File: config.mk
export PLATFORM = sky130hd
export DESIGN_NAME = ledg_fx_driver_flat
export DESIGN_NICKNAME = d
export VERILOG_FILES = /design/src/rtl/ledg_fx_pkg.sv /design/src/rtl/ledg_fx_driver_if.sv /design/src/rtl/ledg_fx_blink_timer.sv /design/src/rtl/ledg_fx_driver.sv /design/src/flat_wrapper.sv
export SDC_FILE = /design/constraint.sdc
export NUM_CORES = 1
export LEC_CHECK = 0
export BUFFER_PORTS_ARGS = -buffer_cell sky130_fd_sc_hd__buf_4
export CORE_ASPECT_RATIO = 1.75
export CORE_MARGIN = 4
export CORE_UTILIZATION = 60
export DETAILED_ROUTE_END_ITERATION = 7
export GPL_TIMING_DRIVEN = 1
export PLACE_DENSITY = 0.9
export SYNTH_ARGS = -nofsm -noshare
export SYNTH_HDL_FRONTEND = slang
export SYNTH_SLANG_ARGS = --single-unit
File: constraint.sdc
create_clock -name clk -period 6.2 [get_ports clk]
set_input_delay 1.24 -clock clk [delete_from_list [all_inputs] [get_ports clk]]
set_output_delay 1.24 -clock clk [all_outputs]
set_load 0.03 [all_outputs]
File: src/rtl/ledg_fx_pkg.sv
// Shared constants for the LEDG effects driver: register addresses,
// CTRL bit positions and register reset values.
package ledg_fx_pkg;

    localparam logic [1:0] ADDR_CTRL   = 2'd0;
    localparam logic [1:0] ADDR_DUTY   = 2'd1;
    localparam logic [1:0] ADDR_PERIOD = 2'd2;
    localparam logic [1:0] ADDR_MASK   = 2'd3;

    localparam int CTRL_FX_EN    = 0;
    localparam int CTRL_BLINK_EN = 1;

    // Both are sliced down to the configured register widths at the point of use.
    localparam logic [31:0] DUTY_RST   = 32'hFFFF_FFFF;
    localparam logic [31:0] PERIOD_RST = 32'h0000_0000;

endpackage

File: src/rtl/ledg_fx_driver_if.sv
// Avalon-MM slave port of the LEDG effects driver (zero wait state, word addressed).
interface ledg_fx_driver_if;

    logic [1:0]  address;
    logic        chipselect;
    logic        write_n;
    logic [31:0] writedata;
    logic [31:0] readdata;

    modport master (
        output address, chipselect, write_n, writedata,
        input  readdata
    );

    modport slave (
        input  address, chipselect, write_n, writedata,
        output readdata
    );

endinterface

File: src/rtl/ledg_fx_blink_timer.sv
// Blink half-period timer. phase idles high, so lanes only go dark once a
// non-zero half-period has fully elapsed.
module ledg_fx_blink_timer #(
    parameter int BLINK_BITS = 24
) (
    input  logic                  clk,
    input  logic                  reset,
    input  logic [BLINK_BITS-1:0] period,
    input  logic                  period_wr,
    output logic                  phase
);

    logic [BLINK_BITS-1:0] blink_cnt;

    // Count 0..period-1 and toggle phase on wrap; a PERIOD write restarts
    // the half-period from scratch and takes priority over a wrap.
    always_ff @(posedge clk) begin
        if (reset) begin
            blink_cnt <= '0;
            phase     <= 1'b1;
        end else if (period_wr || (period == '0)) begin
            blink_cnt <= '0;
            phase     <= 1'b1;
        end else if (blink_cnt == period - BLINK_BITS'(1)) begin
            blink_cnt <= '0;
            phase     <= ~phase;
        end else begin
            blink_cnt <= blink_cnt + BLINK_BITS'(1);
        end
    end

endmodule

File: src/rtl/ledg_fx_driver.sv
// Green-LED output stage: registers the PIO pattern onto the LEDG pins and,
// when enabled, gates it with a global PWM brightness and a per-lane blink.
// Out of reset it is a plain 1-cycle register.
module ledg_fx_driver
    import ledg_fx_pkg::*;
#(
    parameter int WIDTH      = 9,
    parameter int PWM_BITS   = 8,
    parameter int BLINK_BITS = 24
) (
    input  logic              clk,
    input  logic              reset,
    ledg_fx_driver_if.slave   avs,
    input  logic [WIDTH-1:0]  led_in,
    output logic [WIDTH-1:0]  led_out
);

    logic [1:0]            ctrl_q;
    logic [PWM_BITS-1:0]   duty_q;
    logic [BLINK_BITS-1:0] period_q;
    logic [WIDTH-1:0]      mask_q;
    logic [PWM_BITS-1:0]   pwm_cnt;

    logic             wr_en;
    logic             period_wr;
    logic             pwm_on;
    logic             phase;
    logic [WIDTH-1:0] blink_gate;

    assign wr_en     = avs.chipselect && !avs.write_n;
    assign period_wr = wr_en && (avs.address == ADDR_PERIOD);

    // Configuration registers; unused writedata bits are dropped.
    always_ff @(posedge clk) begin
        if (reset) begin
            ctrl_q   <= '0;
            duty_q   <= DUTY_RST[PWM_BITS-1:0];
            period_q <= PERIOD_RST[BLINK_BITS-1:0];
            mask_q   <= '0;
        end else if (wr_en) begin
            case (avs.address)
                ADDR_CTRL:   ctrl_q   <= avs.writedata[1:0];
                ADDR_DUTY:   duty_q   <= avs.writedata[PWM_BITS-1:0];
                ADDR_PERIOD: period_q <= avs.writedata[BLINK_BITS-1:0];
                default:     mask_q   <= avs.writedata[WIDTH-1:0];
            endcase
        end
    end

    // Zero-wait read mux, zero-extended to the bus width.
    always_comb begin
        avs.readdata = '0;
        case (avs.address)
            ADDR_CTRL:   avs.readdata[1:0]            = ctrl_q;
            ADDR_DUTY:   avs.readdata[PWM_BITS-1:0]   = duty_q;
            ADDR_PERIOD: avs.readdata[BLINK_BITS-1:0] = period_q;
            default:     avs.readdata[WIDTH-1:0]      = mask_q;
        endcase
    end

    // PWM counter free-runs even with effects off so enabling needs no resync.
    always_ff @(posedge clk) begin
        if (reset) pwm_cnt <= '0;
        else       pwm_cnt <= pwm_cnt + PWM_BITS'(1);
    end

    // Full-scale DUTY must mean always on, which a plain compare cannot reach.
    assign pwm_on = (duty_q == '1) || (pwm_cnt < duty_q);

    ledg_fx_blink_timer #(
        .BLINK_BITS (BLINK_BITS)
    ) u_blink_timer (
        .clk       (clk),
        .reset     (reset),
        .period    (period_q),
        .period_wr (period_wr),
        .phase     (phase)
    );

    assign blink_gate = ~{WIDTH{ctrl_q[CTRL_BLINK_EN]}} | ~mask_q | {WIDTH{phase}};

    // Registered pin drive: transparent when effects are off.
    always_ff @(posedge clk) begin
        if (reset)                    led_out <= '0;
        else if (!ctrl_q[CTRL_FX_EN]) led_out <= led_in;
        else                          led_out <= led_in & {WIDTH{pwm_on}} & blink_gate;
    end

endmodule

File: src/flat_wrapper.sv
// flat-port wrapper written by rule: the top's interface ports become plain ports
module ledg_fx_driver_flat import ledg_fx_pkg::*;
#(
    parameter int WIDTH      = 9,
    parameter int PWM_BITS   = 8,
    parameter int BLINK_BITS = 24
)
  (clk, reset, led_in, led_out, avs_address, avs_chipselect, avs_write_n, avs_writedata, avs_readdata);
  ledg_fx_driver_if avs_i ();
  input  logic clk;
  input  logic reset;
  input  logic [WIDTH-1:0] led_in;
  output logic [WIDTH-1:0] led_out;
  input wire logic [$bits(avs_i.address)-1:0] avs_address;
  input wire logic [$bits(avs_i.chipselect)-1:0] avs_chipselect;
  input wire logic [$bits(avs_i.write_n)-1:0] avs_write_n;
  input wire logic [$bits(avs_i.writedata)-1:0] avs_writedata;
  output wire logic [$bits(avs_i.readdata)-1:0] avs_readdata;
  assign avs_i.address = avs_address;
  assign avs_i.chipselect = avs_chipselect;
  assign avs_i.write_n = avs_write_n;
  assign avs_i.writedata = avs_writedata;
  assign avs_readdata = avs_i.readdata;
  ledg_fx_driver #(.WIDTH(WIDTH), .PWM_BITS(PWM_BITS), .BLINK_BITS(BLINK_BITS)) u_core (.clk(clk), .reset(reset), .avs(avs_i), .led_in(led_in), .led_out(led_out));
endmodule
# ---- Yosys cells after proc, flatten, opt, wreduce, memory -nomap -nowiden
# Index checks and enable logic that the tools add are counted.
dict set report word_totals {
  regBits 85
  input_bits 47
  output_inout_bits 41
  elab_cells 44
}
dict set report classes {
  n_addsub 3
  n_lt_le_gt_ge 1
  eq_ne 4
  muxes 5
  bitwise 8
  reduce_logical 15
}
# op count
set ops {}
lappend ops {{24-bit by 1-bit adder with 24-bit output (second input constant)} 1}
lappend ops {{24-bit equality test} 1}
lappend ops {{24-bit zero test} 1}
lappend ops {{24-bit by 1-bit subtractor with 24-bit output (second input constant)} 1}
lappend ops {{9-bit bitwise AND} 2}
lappend ops {{9-bit inverter} 2}
lappend ops {{9-bit bitwise OR} 2}
lappend ops {{6-bit one-hot mux with 3 select lines} 1}
lappend ops {{15-bit two-way mux} 1}
lappend ops {{9-bit two-way mux} 1}
lappend ops {{8-bit by 1-bit adder with 8-bit output (second input constant)} 1}
lappend ops {{8-bit equality test (second input constant)} 1}
lappend ops {{8-bit less-than comparator} 1}
lappend ops {{2-bit AND reduction} 4}
lappend ops {{2-bit one-hot mux with 3 select lines} 1}
lappend ops {{3-bit OR reduction} 2}
lappend ops {{2-bit OR reduction} 2}
lappend ops {{2-bit by 1-bit equality test with 1-bit output (second input constant)} 1}
lappend ops {{2-bit equality test (second input constant)} 1}
lappend ops {{1-bit logical AND} 2}
lappend ops {{2-bit zero test} 1}
lappend ops {{1-bit logical OR} 2}
lappend ops {{1-bit inverter} 2}
lappend ops {{1-bit one-hot mux with 2 select lines} 1}
lappend ops {{1-bit zero test} 1}

# ---- Longest topological paths before layout
# Gate-level depths: netlist (run 1).
dict set report logic_depth {
  ltp_word 5
  mapped_depth 12
  depth_no_buf 10
}

# ---- Cells and area by module
# From an unflattened synthesis (run 1), not the netlist that was laid out.
dict set report unflattened {
  hier_cells 598
  hier_area_um2 5009.8
}
# module instances cells_each area_per_inst_um2 seq_area_each_um2
set modules_own_cells {}
lappend modules_own_cells {ledg_fx_driver 1 350 2904.0 1201.2}
lappend modules_own_cells {ledg_fx_blink_timer 1 248 2105.8 500.5}

# ---- Worst setup path after synthesis (run 1)
# OpenSTA, ideal clock, no wires.
dict set report synth_timing {
  kind {in2out}
  start {input port avs_address[0]}
  end {output port avs_readdata[2]}
  arrival_time_ns 2.190
  slack_ns 2.770
  path_stages 3
  cell_sequence {clkbuf_1 > mux2_2 > a22o_1}
}
dict set report synth_between {
  elab_chain_len 2
  word_cells_on_any_way 4
  cone_classes {eq/ne (2); mux (1); reduce/logical (1)}
}
# element line_no
set synth_rtl {}
lappend synth_rtl {{start, declared} flat_wrapper.sv:14} ;# input wire logic [$bits(avs_i.address)-1:0] avs_address;
lappend synth_rtl {{2-bit equality test, or another cell as far along} ledg_fx_driver.sv:53} ;# case (avs.address)
lappend synth_rtl {{6-bit one-hot mux with 3 select lines *} ledg_fx_driver.sv:53}
lappend synth_rtl {{end, declared} flat_wrapper.sv:18} ;# output wire logic [$bits(avs_i.readdata)-1:0] avs_readdata;
# Every way passes the cells marked *; elsewhere a longest branch is shown, timed or not.

# ---- Worst setup path after layout (run 1)
dict set report layout_timing {
  start {input port avs_address[1]}
  end {output port avs_readdata[18]}
}
dict set report layout_between {
  elab_chain_len 2
}
# element line_no
set layout_rtl {}
lappend layout_rtl {{2-bit equality test} ledg_fx_driver.sv:53}
lappend layout_rtl {{15-bit two-way mux} ledg_fx_driver.sv:53}
# Every way passes these cells.

==> results of run 1 <==
area by class of cell:
cell class / instances / area, um^2
flip-flops and latches: 85 / 1702
clock inverters: 7 / 97.59
inverters: 10 / 37.54
fillers: 507 / 1957
well taps: 86 / 107.6
clock buffers: 9 / 225.2
multi-input cells: 433 / 2574
repair buffers: 71 / 533.0
cell usage in the layout, fill, tap and decap left out, types with 7 or more instances in the layout:
cell	synthesis	layout
clkbuf_16	0	9
nand2_1	105	105
ha_1	10	10
xor2_1	33	33
nand4_1	9	9
nor2_1	61	61
xnor2_1	23	23
a211o_1	11	11
and3_1	12	12
nor3_1	7	7
conb_1	1	8
a21oi_1	40	40
buf_4	8	71
and2_1	17	17
inv_1	10	10
dfxtp_1	85	85
nand3_1	16	16
metrics by stage:
stage	hold slack [ns]	util [%]	worst slack, ns
after global routing	0.4883	72.95	2.261
final	0.4551	72.95	2.396
after CTS	0.4617	72.95	2.433
after detailed placement	0.4480	68.48	2.436
after floorplan	0.4206	-	2.770
after global placement	0.4329	68.48	2.562
kinds of logic (layout without fill, tap and decap cells):
kind of cell | after synthesis | count (layout) | synth area share, %
AND/OR/NAND/NOR | 261 | 261 | 26.96
AO/OA/AOI/OAI | 88 | 88 | 13.12
flip-flops | 85 | 85 | 37.96
XOR/XNOR | 56 | 56 | 10.94
buffers and inverters | 48 | 97 | 5.219
adder cells (fa/ha/maj) | 10 | 10 | 2.791
multiplexers | 10 | 10 | 2.930
other | 1 | 8 | 0.08365
report_power, final:
group	internal, mW	switching, mW	leakage [nW]
combinational	0.0640	0.0946	1.42
sequential	0.559	0.0149	0.690
clock	0.355	0.228	0.158
total	0.979	0.338	2.27
final timing paths:
check                                        from                                      endpoint  cells after the start
hold reg to reg      u_core.pwm_cnt[0]$_SDFF_PP0_                  u_core.pwm_cnt[0]$_SDFF_PP0_                      1
setup / recovery                   avs_address[1]                              avs_readdata[18]                      4
setup reg to reg  u_core.period_q[0]$_SDFFE_PP0P_  u_core.u_blink_timer.blink_cnt[8]$_SDFF_PP0_                      7
hold / removal       u_core.pwm_cnt[0]$_SDFF_PP0_                  u_core.pwm_cnt[0]$_SDFF_PP0_                      1
layer usage:
layer | up-vias | global-route usage (%) | wire length (um)
li1 | 1987 | - | -
met1 | 1989 | 26.71 | 4104
met2 | 143 | 52.97 | 6768
met4 | 0 | 16.89 | 653
met5 | - | 0 | 0
met3 | 59 | 6.557 | 558
sequential cells by signal (all words and copies together) (netlist names):
register,count
u_core.pwm_cnt,8
u_core.period_q,24
u_core.ctrl_q,2
u_core.led_out,9
u_core.duty_q,8
u_core.u_blink_timer.blink_cnt,24
u_core.u_blink_timer.phase,1
u_core.mask_q,9
critical path, delay by kind of cell:
family                 cells  cell delay [ns]
AND/OR/NAND/NOR            2             0.97
buffers and inverters      2             0.35
==> out/summary.txt, run 1 <==
vias in the first global route - 4335
Rel. slew slack - 34.16%
number of setup buffers added after CTS - 0
Post-synth EDFFs - 0
f_max - 0.2629 GHz
Rows - 41
share of post-route cells with drive strength above 1 - 15.93%
core area - 7233 um^2
outcome - completed
clock-pin slew on the worst setup and hold paths - 0.06 ns
CTS HTree Levels - 3
Fin Setup TNS - 0 ns
GRT Util Overall - 28.26%
Synth Register Bits - 85
synth top area cells - dfxtp_1 38%, nand2_1 8.8%, xor2_1 6.4%, nor2_1 5.1%, xnor2_1 4.5%
drt first pass iters - 4
post-cts gate resize count - 0
first-pass GRT wire length - 19.87 mm
die area - 8973 um^2
Starting Density - 61.98%
RSZ-0062 raised after global routing - no
syn avg cell area - 8.020 um^2
Slowest-stage cell, CP - nor2b_1
Vias/cell - 5.960
Hold Buf Count CTS - 0
crit-path max cell delay - 0.71 ns
routed len/inst - 17.24 um
total placed cells including tap cells - 685
fin. max-slew vios - 0
CP most frequent cell - buf_4
worst-skew pair later-pin latency - 0.34 ns
Tcrit/Tclk final - 61.36%
Syn-to-layout area delta - 17.69%
Startpoint Class - input port
RD Place Congestion - 0.9305
Syn Inst Count - 559
Worst Setup Path Type - input port to output port
max cap viols - 0
final setup fails - 0
I/O Buffers - 71
clk root buf - clkbuf_16
clk sinks - 85
Max Clock Skew - 0.007422 ns
mapped cell area - 4483 um^2
Period minus WS final - 3.804 ns
Chip Width - 73.34 um
Worst Setup End Kind - output port
worst min-delay path class - register to register
final instance area - 5276 um^2
Detail Placement HPWL - 8.818 mm
Post-DP Area - 4954 um^2
Primary FF master, synth - dfxtp_1
Synth warnings - 0
post-synthesis sequential area ratio - 37.96%
Worst-Margin Slew - 0.9785 ns
Routed Antenna Nets - 0
top cells by count, synth - 105 x nand2_1, 85 x dfxtp_1, 61 x nor2_1
Net count, final - 667
total power - 1.317 mW
WL final - 12.08 mm
Max VDD drop - 0.1916 mV
Final Hold Violating Endpoints - 0
Yosys top cell by area - dfxtp_1
vias after detailed routing - 4178
CP Cell Sequence - buf_4 > nor2b_1 > and2_1 > buf_4
CP required - 4.96 ns
count of non-filler cells in the finished layout - 701
GRT overflow - 0
I/O Pins - 88
initial antenna violation count - 0
number of diodes - 0
post-synth cell types - 55
largest net degree at the start of global routing - 54
Leak Pwr - 2.269 nW
Initial DRC Count - 357
crit path max fanout - 17
Data arrival, critical path - 2.56 ns
clock buffer depth - 2
Die H - 122.3 um
ys async rst share - 0%
top-count cell post-synth - nand2_1
CTS tree - done
pwr/cell area - 249.5 nW/um^2
R2R setup slack - 2.66 ns
CTS Buf Count - 9
# DRC - 0
Yosys top cell area share - 37.96%
No activity file was read; power rests on OpenSTA's default activity.
==> run 2, diff against run 1 <==
--- a/config.mk
+++ b/config.mk
@@ -8,10 +8,10 @@
 export BUFFER_PORTS_ARGS = -buffer_cell sky130_fd_sc_hd__buf_4
 export CORE_ASPECT_RATIO = 1.75
 export CORE_MARGIN = 4
-export CORE_UTILIZATION = 60
+export CORE_UTILIZATION = 50
 export DETAILED_ROUTE_END_ITERATION = 7
 export GPL_TIMING_DRIVEN = 1
-export PLACE_DENSITY = 0.9
+export PLACE_DENSITY = 0.8
 export SYNTH_ARGS = -nofsm -noshare
 export SYNTH_HDL_FRONTEND = slang
 export SYNTH_SLANG_ARGS = --single-unit
==> constraint.sdc (replaced) <==
create_clock -name clk -period 3.1 [get_ports clk]
set_input_delay 0.62 -clock clk [delete_from_list [all_inputs] [get_ports clk]]
set_output_delay 0.62 -clock clk [all_outputs]
set_load 0.03 [all_outputs]
==> run 2 against run 1 <==
Compared with the run above:
- flip-flop and latch count did not move
- cell count rose by 7.3%
- routed wire length fell by 0.48%
- final area rose by 4.1%
- critical path depth rose by 5
- via count barely moved
- clock power rose by 90%
- combinational power rose by 120%
- sequential power rose by 100%
- critical endpoint is now u_core.u_blink_timer.blink_cnt[8]$_SDFF_PP0_
- largest cell class unchanged
==> out/summary.txt, run 2 (same netlist as run 1, synthesis figures left out) <==
first-pass GRT wire length - 19.88 mm (about the same)
CP Cell Sequence - xor2_1 > or4_1 > a2111oi_0 > nand4_1 > a2111oi_2 > nand4_1 > nand2_2 > buf_12 > nor2_1
family with the most delay on the worst path - simple AND/OR/NAND/NOR gates
total power - 2.601 mW (+98%)
Leak Pwr - 2.381 nW (+4.9%)
Net count, final - 687 (+3.0%)
drt first pass iters - 4 (unchanged)
Max VDD drop - 0.3402 mV (+78%)
Startpoint Class - register
Period minus WS final - 2.946 ns
Worst Setup End Kind - register
Tcrit/Tclk final - 95.03%
vias in the first global route - 4175 (-3.7%)
fin. max-slew vios - 0 (unchanged)
clk sinks - 85 (unchanged)
clock buffer depth - 2 (unchanged)
I/O Buffers - 71 (unchanged)
Vias/cell - 5.557 (-6.8%)
vias after detailed routing - 4179 (+0.024%)
GRT Util Overall - 23.67% (-4.6 points)
number of diodes - 0 (unchanged)
Final Hold Violating Endpoints - 0 (unchanged)
Syn-to-layout area delta - 22.52%
crit path buf inv count - 1 (-1)
commonest non-fill, non-tap cells in the layout - 105 x nand2_1, 90 x buf_4, 85 x dfxtp_1
Die H - 133.3 um (+8.9%)
commonest non-fill, non-tap cell in the layout - nand2_1
Top Metal Used - met4
Worst Setup Path Type - register to register
GRT overflow - 0 (unchanged)
CTS Buf Count - 9 (unchanged)
clk root buf - clkbuf_16
die area - 10600 um^2 (+18%)
worst min-delay path class - register to register
Met2 Wirelength - 6.621 mm (-2.2%)
share of post-route cells with drive strength above 1 - 18.90% (+3.0 points)
Initial DRC Count - 245 (-31%)
worst-skew pair later-pin latency - 0.34 ns (about the same)
Slowest-stage cell, CP - dfxtp_1
Data arrival, critical path - 3.18 ns (+0.62 ns)
I/O Pins - 88 (unchanged)
# DRC - 0 (unchanged)
Worst-Margin Slew - 0.8247 ns (-0.1539 ns)
Worst Hold Slack - 0.4654 ns (+0.01031 ns)
CTS HTree Levels - 3 (unchanged)
CP required - 3.33 ns (-1.63 ns)
core area - 8727 um^2 (+21%)
RD Place Congestion - 0.9246 (-0.63%)
M1 WL - 4.230 mm (+3.1%)
largest net degree at the start of global routing - 54 (unchanged)
R2R setup slack - 0.15 ns (-2.51 ns)
routed len/inst - 15.99 um (-7.2%)
Worst Reg-to-Reg Cells - 9 (+2)
Hold Crit Depth - 1 (unchanged)
final setup fails - 0 (unchanged)
Hold Buf Count CTS - 0 (unchanged)
Chip Width - 79.58 um (+8.5%)
Routed Antenna Nets - 0 (unchanged)
crit path max fanout - 23 (+6)
Detail Placement HPWL - 9.163 mm (+3.9%)
crit-path max cell delay - 0.53 ns (-0.18 ns)
biggest regs - u_core.period_q x24, u_core.u_blink_timer.blink_cnt x24
CTS tree - done
Rel. slew slack - 44.89% (+11 points)
Starting Density - 51.37% (-11 points)
max cap viols - 0 (unchanged)
Critical Path Stages - 9 (+5)
CP most frequent cell - nand4_1
WL final - 12.03 mm (-0.48%)
Max Clock Skew - 0.007528 ns (+0.0001063 ns)
outcome - completed
clock-pin slew on the worst setup and hold paths - 0.06 ns (about the same)
metal3 WL - 491 um (-12%)
Fin Setup TNS - 0 ns (unchanged)
FILL cells - 748 (+48%)
f_max - 0.3394 GHz
initial antenna violation count - 0 (unchanged)
pwr/cell area - 473.5 nW/um^2 (+90%)
Rows - 45 (+9.8%)
## run 2: cell types whose count changed in the layout (fill, tap and decap cells not counted), sizes merged
cell / change
buf: +20
bufinv: -1
clkbuf: +4
clkinv: -1
inv: -2
## run 2: path summary, 6_finish.rpt
check / startpoint / to
hold / removal: u_core.pwm_cnt[0]$_SDFF_PP0_ / u_core.pwm_cnt[0]$_SDFF_PP0_
setup / recovery: u_core.period_q[5]$_SDFFE_PP0P_ / u_core.u_blink_timer.blink_cnt[8]$_SDFF_PP0_
setup reg to reg: u_core.period_q[5]$_SDFFE_PP0P_ / u_core.u_blink_timer.blink_cnt[8]$_SDFF_PP0_
hold reg to reg: u_core.pwm_cnt[0]$_SDFF_PP0_ / u_core.pwm_cnt[0]$_SDFF_PP0_
## run 2: repair_timing
action                     CTS  global route
resized for setup            0             4
setup buffers                0             1
setup endpoints to repair    0            24
## run 2: worst reg2reg max path, cell delays in order, from the launching register on
cell	delay, ns
dfxtp_1	0.53
xor2_1	0.21
or4_1	0.50
a2111oi_0	0.44
nand4_1	0.20
a2111oi_2	0.35
nand4_1	0.23
nand2_2	0.15
buf_12	0.16
nor2_1	0.07
## run 2: metrics by stage
step           cell area, um^2  cells  setup WS, ns  util [%]
6_report                  5493    752        0.1540     62.94
5_1_grt                   5493    752     -0.003261     62.94
4_1_cts                   5460    751        0.1516     62.57
3_5_place_dp              5147    735        0.1923     58.98
3_3_place_gp              5147    735        0.2054     58.98
2_1_floorplan             4509    566        0.2238         -
## run 2: final cells by class
type	count	area [um^2]	share of cell area, %
sequential	85	1702	30.98
tap	117	146.4	2.665
timing repair buffer	91	695.7	12.67
multi-input combinational	433	2599	47.31
clock inverter	3	42.54	0.7745
clock buffer	13	270.3	4.920
inverter	10	37.54	0.6834
## run 2: layer usage
metal	vias up	GRT usage, %
li1	2023	-
met1	1972	23.26
met2	135	44.14
met3	49	3.654
met4	0	15.30
met5	-	0
## run 2: power breakdown
part / total, mW / switching, mW / internal, mW
Clock: 1.11 / 0.423 / 0.689
Sequential: 1.15 / 0.0275 / 1.12
Combinational: 0.343 / 0.195 / 0.148
